`src/rtl/mult_pipe_sgn.sv`:
```
// Pipelined WIDTHA x WIDTHB multiplier with per-operand signedness and valid/ready flow control.
// Define MULT_ACC_EN to add the acc_clr input, ACC output and final-stage accumulator.
module mult_pipe_sgn #(
  parameter int unsigned WIDTHA = 16,
  parameter int unsigned WIDTHB = 24,
  parameter int unsigned STAGES = 4,
  parameter int unsigned ACCW   = WIDTHA + WIDTHB + 8
) (
  input  logic                     clk,
  input  logic                     rst_n,
  input  logic                     in_valid,
  output logic                     in_ready,
  input  logic [WIDTHA-1:0]        A,
  input  logic [WIDTHB-1:0]        B,
  input  logic                     a_signed,
  input  logic                     b_signed,
  output logic                     out_valid,
  input  logic                     out_ready,
  output logic [WIDTHA+WIDTHB-1:0] RES,
  output logic                     res_signed
`ifdef MULT_ACC_EN
  ,
  input  logic                     acc_clr,
  output logic [ACCW-1:0]          ACC
`endif
);

  localparam int unsigned PW = WIDTHA + WIDTHB;
  localparam int unsigned ND = STAGES - 1;

  if (WIDTHA < 2 || WIDTHB < 2 || STAGES < 2 || ACCW < WIDTHA + WIDTHB) begin : g_bad_param
    $error("mult_pipe_sgn: illegal parameter combination");
  end

  logic                   stall;
  logic                   adv;
  logic [WIDTHA:0]        ea_q, ea_d;
  logic [WIDTHB:0]        eb_q, eb_d;
  logic [STAGES-1:0]      vld_q, vld_d;
  logic [STAGES-1:0]      sgn_q, sgn_d;
  logic [ND-1:0][PW-1:0]  prod_q, prod_d;
  logic [PW-1:0]          prod;

  assign out_valid  = vld_q[STAGES-1];
  assign stall      = out_valid & ~out_ready;
  assign adv        = ~stall;
  assign in_ready   = adv;
  assign RES        = prod_q[ND-1];
  assign res_signed = sgn_q[STAGES-1];

  // Only the low PW bits of the product are kept, so PW-bit sign-extended operands suffice.
  assign prod = {{(WIDTHB-1){ea_q[WIDTHA]}}, ea_q} * {{(WIDTHA-1){eb_q[WIDTHB]}}, eb_q};

  always_comb begin
    ea_d   = ea_q;
    eb_d   = eb_q;
    vld_d  = vld_q;
    sgn_d  = sgn_q;
    prod_d = prod_q;
    if (adv) begin
      ea_d      = {a_signed & A[WIDTHA-1], A};
      eb_d      = {b_signed & B[WIDTHB-1], B};
      vld_d     = {vld_q[STAGES-2:0], in_valid};
      sgn_d     = {sgn_q[STAGES-2:0], a_signed | b_signed};
      prod_d[0] = prod;
      for (int unsigned k = 1; k < ND; k++) begin
        prod_d[k] = prod_q[k-1];
      end
    end
  end

  always_ff @(posedge clk or negedge rst_n) begin
    if (!rst_n) begin
      ea_q   <= '0;
      eb_q   <= '0;
      vld_q  <= '0;
      sgn_q  <= '0;
      prod_q <= '0;
    end else begin
      ea_q   <= ea_d;
      eb_q   <= eb_d;
      vld_q  <= vld_d;
      sgn_q  <= sgn_d;
      prod_q <= prod_d;
    end
  end

`ifdef MULT_ACC_EN
  // clr only needs to reach the input of the final stage, where it is consumed.
  logic [STAGES-2:0] clr_q, clr_d;
  logic [ACCW-1:0]   acc_q, acc_d;
  logic [ACCW-1:0]   res_ext;

  assign ACC = acc_q;

  always_comb begin
    clr_d   = clr_q;
    acc_d   = acc_q;
    res_ext = sgn_d[STAGES-1] ? ACCW'($signed(prod_d[ND-1])) : ACCW'(prod_d[ND-1]);
    if (adv) begin
      clr_d[0] = acc_clr;
      for (int unsigned k = 1; k < STAGES - 1; k++) begin
        clr_d[k] = clr_q[k-1];
      end
      if (vld_d[STAGES-1]) begin
        acc_d = clr_q[STAGES-2] ? res_ext : acc_q + res_ext;
      end
    end
  end

  always_ff @(posedge clk or negedge rst_n) begin
    if (!rst_n) begin
      clr_q <= '0;
      acc_q <= '0;
    end else begin
      clr_q <= clr_d;
      acc_q <= acc_d;
    end
  end
`endif

endmodule

```
`config.mk`:
```
export PLATFORM = sky130hd
export DESIGN_NAME = mult_pipe_sgn
export DESIGN_NICKNAME = d
export VERILOG_FILES = /design/src/rtl/mult_pipe_sgn.sv
export SDC_FILE = /design/constraint.sdc
export NUM_CORES = 1
export LEC_CHECK = 0
export ABC_AREA = 1
export BUFFER_PORTS_ARGS = -buffer_cell sky130_fd_sc_hd__buf_2
export CAP_MARGIN = 30
export CORE_MARGIN = 1.5
export CORE_UTILIZATION = 40
export CTS_BUF_LIST = sky130_fd_sc_hd__clkbuf_8
export CTS_CLUSTER_DIAMETER = 50
export DETAILED_ROUTE_END_ITERATION = 7
export HOLD_SLACK_MARGIN = 0.1
export PLACE_DENSITY = 0.57
export SLEW_MARGIN = 20
export SYNTH_ARGS = -nofsm -noshare
export SYNTH_HDL_FRONTEND = slang
export SYNTH_SLANG_ARGS = --single-unit
```
`constraint.sdc`:
```
create_clock -name clk -period 8.5 [get_ports clk]
set_input_delay 0.85 -clock clk [delete_from_list [all_inputs] [get_ports clk]]
set_output_delay 0.85 -clock clk [all_outputs]
set_load 0.1 [all_outputs]
```
==> results_dict.tcl <==
set metrics [dict create \
    yosys_warnings 0 \
    post-dp-hpwl_um 46400 \
    clock_sinks 170 \
    fin_util 0.4283 \
    fin_worst_skew_ps 24.94 \
    fin_tns_setup_ps 0 \
    multi_input_area_um2 14710 \
    antenna_found_initial 0 \
    synth_sequential_area_ratio 0.1894 \
    grt.total_usage 0.2188 \
    n_fill_cell 5704 \
    outcome "complete, no violations" \
    dp_cells 3560 \
    fmax_mhz 155.5 \
    worstPathMaxFanout 16 \
    synth_top_flop_cell "dfrtp_1" \
    clk_pin_slew_ps 110 \
    wl_met3_um 2761 \
    postCtsSetupRepairBufs 0 \
    root_buffer "clkbuf_8" \
    wl_met2_um 29170 \
    ys_ff_latch 170 \
    dr.max_layer_used "met4" \
    yosysTopAreaCell "fa_1" \
    slew_violations 0 \
    clk_path_buf_depth 2 \
    drt_iter0_drc 995 \
    tightest_slew_ps 955.3 \
    period_share 0.7566 \
    hold-worst-slack_ps 240.6 \
    slowest_stage "dfrtp_1" \
    clk_latency_ps 510 \
    drt-pass1-iter-count 5 \
    crit_type "flop to flop" \
    seq_area_um2 4257 \
    fin_crit_ps 6432 \
    drive_gt1_frac 0.05977 \
    rsz0062_at_grt "no" \
    start_util 0.4062 \
    wl_per_cell_um 16.22 \
    cts_hold_buf 0 \
    m1WireLength_um 24810 \
    instances_no_fill 3593 \
    core_um2 55310 \
    die_w_um 240.0 \
    slew_headroom 0.3632 \
    layout.nets 3378 \
    syn-cell-area_um2 22470 \
    critPathLaunchType "flop" \
    yosysUniqueCellTypes 38 \
    grt-ovfl-total 0 \
    synth_edf_count 0 \
    grt_pass1_wl_um 97880 \
    io_buffers 88 \
    vias 17110 \
    cp-end-kind "flop" \
    reg2reg_setup_slack_ps 2070 \
    grt_pass1_vias 18790 \
    gp_congestion 0.9172 \
    setup_viol 0 \
    ys_top_cells_by_area "fa_1 (36%), dfrtp_1 (19%), nand2_1 (17%)" \
    viasPerCell 4.761 \
    syn_to_final_growth_pct 5.435 \
    ant_nets 0 \
    die_h_um 240.0 \
    rows 86 \
    async_reset_ff_frac 1.000 \
    synth_top_cell_area_share 0.3582 \
    path_delay_family "adder cells" \
    routed_wl_um 58280 \
    crit_buf_inv 4 \
    postSynthAreaPerCell_um2 7.795 \
    cts_resized 0 \
    numCtsBuffers 17 \
    synth.net_count 3428 \
    cts_tree "built" \
    die-area_um2 57600 \
    maxCapViolations 0 \
    crit_top_cell "fa_1" \
    crit_arrival_ps 6800 \
    cp_cell_sequence "inv_1, nand2_1, fa_1, fa_1, inv_1, fa_1, fa_1, fa_1, inv_1, fa_1, inv_1, ha_1, nand2_1, nor2_1, nand2_1, nor3_1, nand3_1, nand3_1, nand2_1, nand3_1, nand2_1" \
    slowest_delay_ps 800 \
    io_pins 89 \
    crit_required_ps 8870 \
    postSynthCellCount 2882 \
    hold_class "primary input to async pin" \
    htreeDepth 4 \
    hold_violations 0 \
    drc 0 \
    grt_max_degree 170 \
]
==> flip-flops by register name, summed over array words and instances (netlist names) <==
register	flops
vld_q	4
sgn_q	4
ea_q	17
eb_q	25
RES	40
prod_q	80
==> synth_stat cells, drive strengths merged, types with 3 or more instances <==
cell       n
nand2   1033
clkbuf   112
fa       402
a21o       5
nand3b     8
inv      711
or2       11
xor2       3
o21bai     7
a21oi     40
nor3       6
ha        98
buf       64
xnor2      7
nand4     10
dfrtp    170
nor2      89
o21ai     45
nand3     51
==> area by class of cell <==
cell class | count | share of cell area
sequential | 170 | 0.1797
timing repair buffer | 107 | 0.03005
clock inverter | 12 | 0.005652
tap | 748 | 0.03951
antenna | 1 | 0.0001056
inverter | 712 | 0.1129
multi-input combinational | 1824 | 0.6210
clock buffer | 19 | 0.01104
==> layout by cell type, fill, tap and decap left out, drive strengths merged, types with 2 or more instances in the layout <==
cell	instances
a21boi	2
a21o	5
a21oi	40
a31oi	2
buf	107
clkbuf	19
clkinv	6
dfrtp	170
fa	402
ha	98
inv	716
nand2	1033
nand3	51
nand3b	8
nand4	10
nor2	89
nor3	6
o21a	2
o21ai	45
o21bai	7
or2	11
xnor2	7
xor2	3
==> worst register-to-register path: cells and delay by family (launching register included) <==
family,cells,cell delay [ps]
simple gates,10,1700
buf+inv,4,510
flops,1,800
fa+ha+maj,7,3290
==> final timing paths <==
check / cells after the start / endpoint / startpoint
setup / recovery: 21 / prod_q[37] / eb_q[0]
hold / removal: 1 / ea_q[2] / rst_n
setup reg to reg: 21 / prod_q[37] / eb_q[0]
hold reg to reg: 2 / vld_q[3] / vld_q[2]
max in group asynchronous: 4 / prod_q[31] / rst_n
min in group clk: 2 / vld_q[3] / vld_q[2]
==> through the flow <==
stage | worst slack (ps) | instance area, um2
after floorplan | 2971 | 22470
after global placement | 1900 | 23120
after detailed placement | 2153 | 23260
after CTS | 2107 | 23660
after global routing | 1686 | 23690
final | 2069 | 23690
==> routing by layer <==
metal / up-vias / track usage
met2: 386 / 0.3878
met3: 85 / 0.02951
met1: 8641 / 0.2759
met5: - / 0
met4: 0 / 0.06747
li1: 7996 / -
==> kinds of logic after synthesis <==
| kind of cell | Yosys count | synth area share |
|---|---|---|
| buf+inv | 888 | 0.1562 |
| xor+xnor | 10 | 0.003899 |
| compound gates | 104 | 0.02601 |
| flops | 170 | 0.1894 |
| simple gates | 1210 | 0.2117 |
| fa+ha+maj | 500 | 0.4128 |
Power is left out: the tool's default activity adds up to more than one toggle a clock period on the data nets, which glitch-free logic cannot reach.
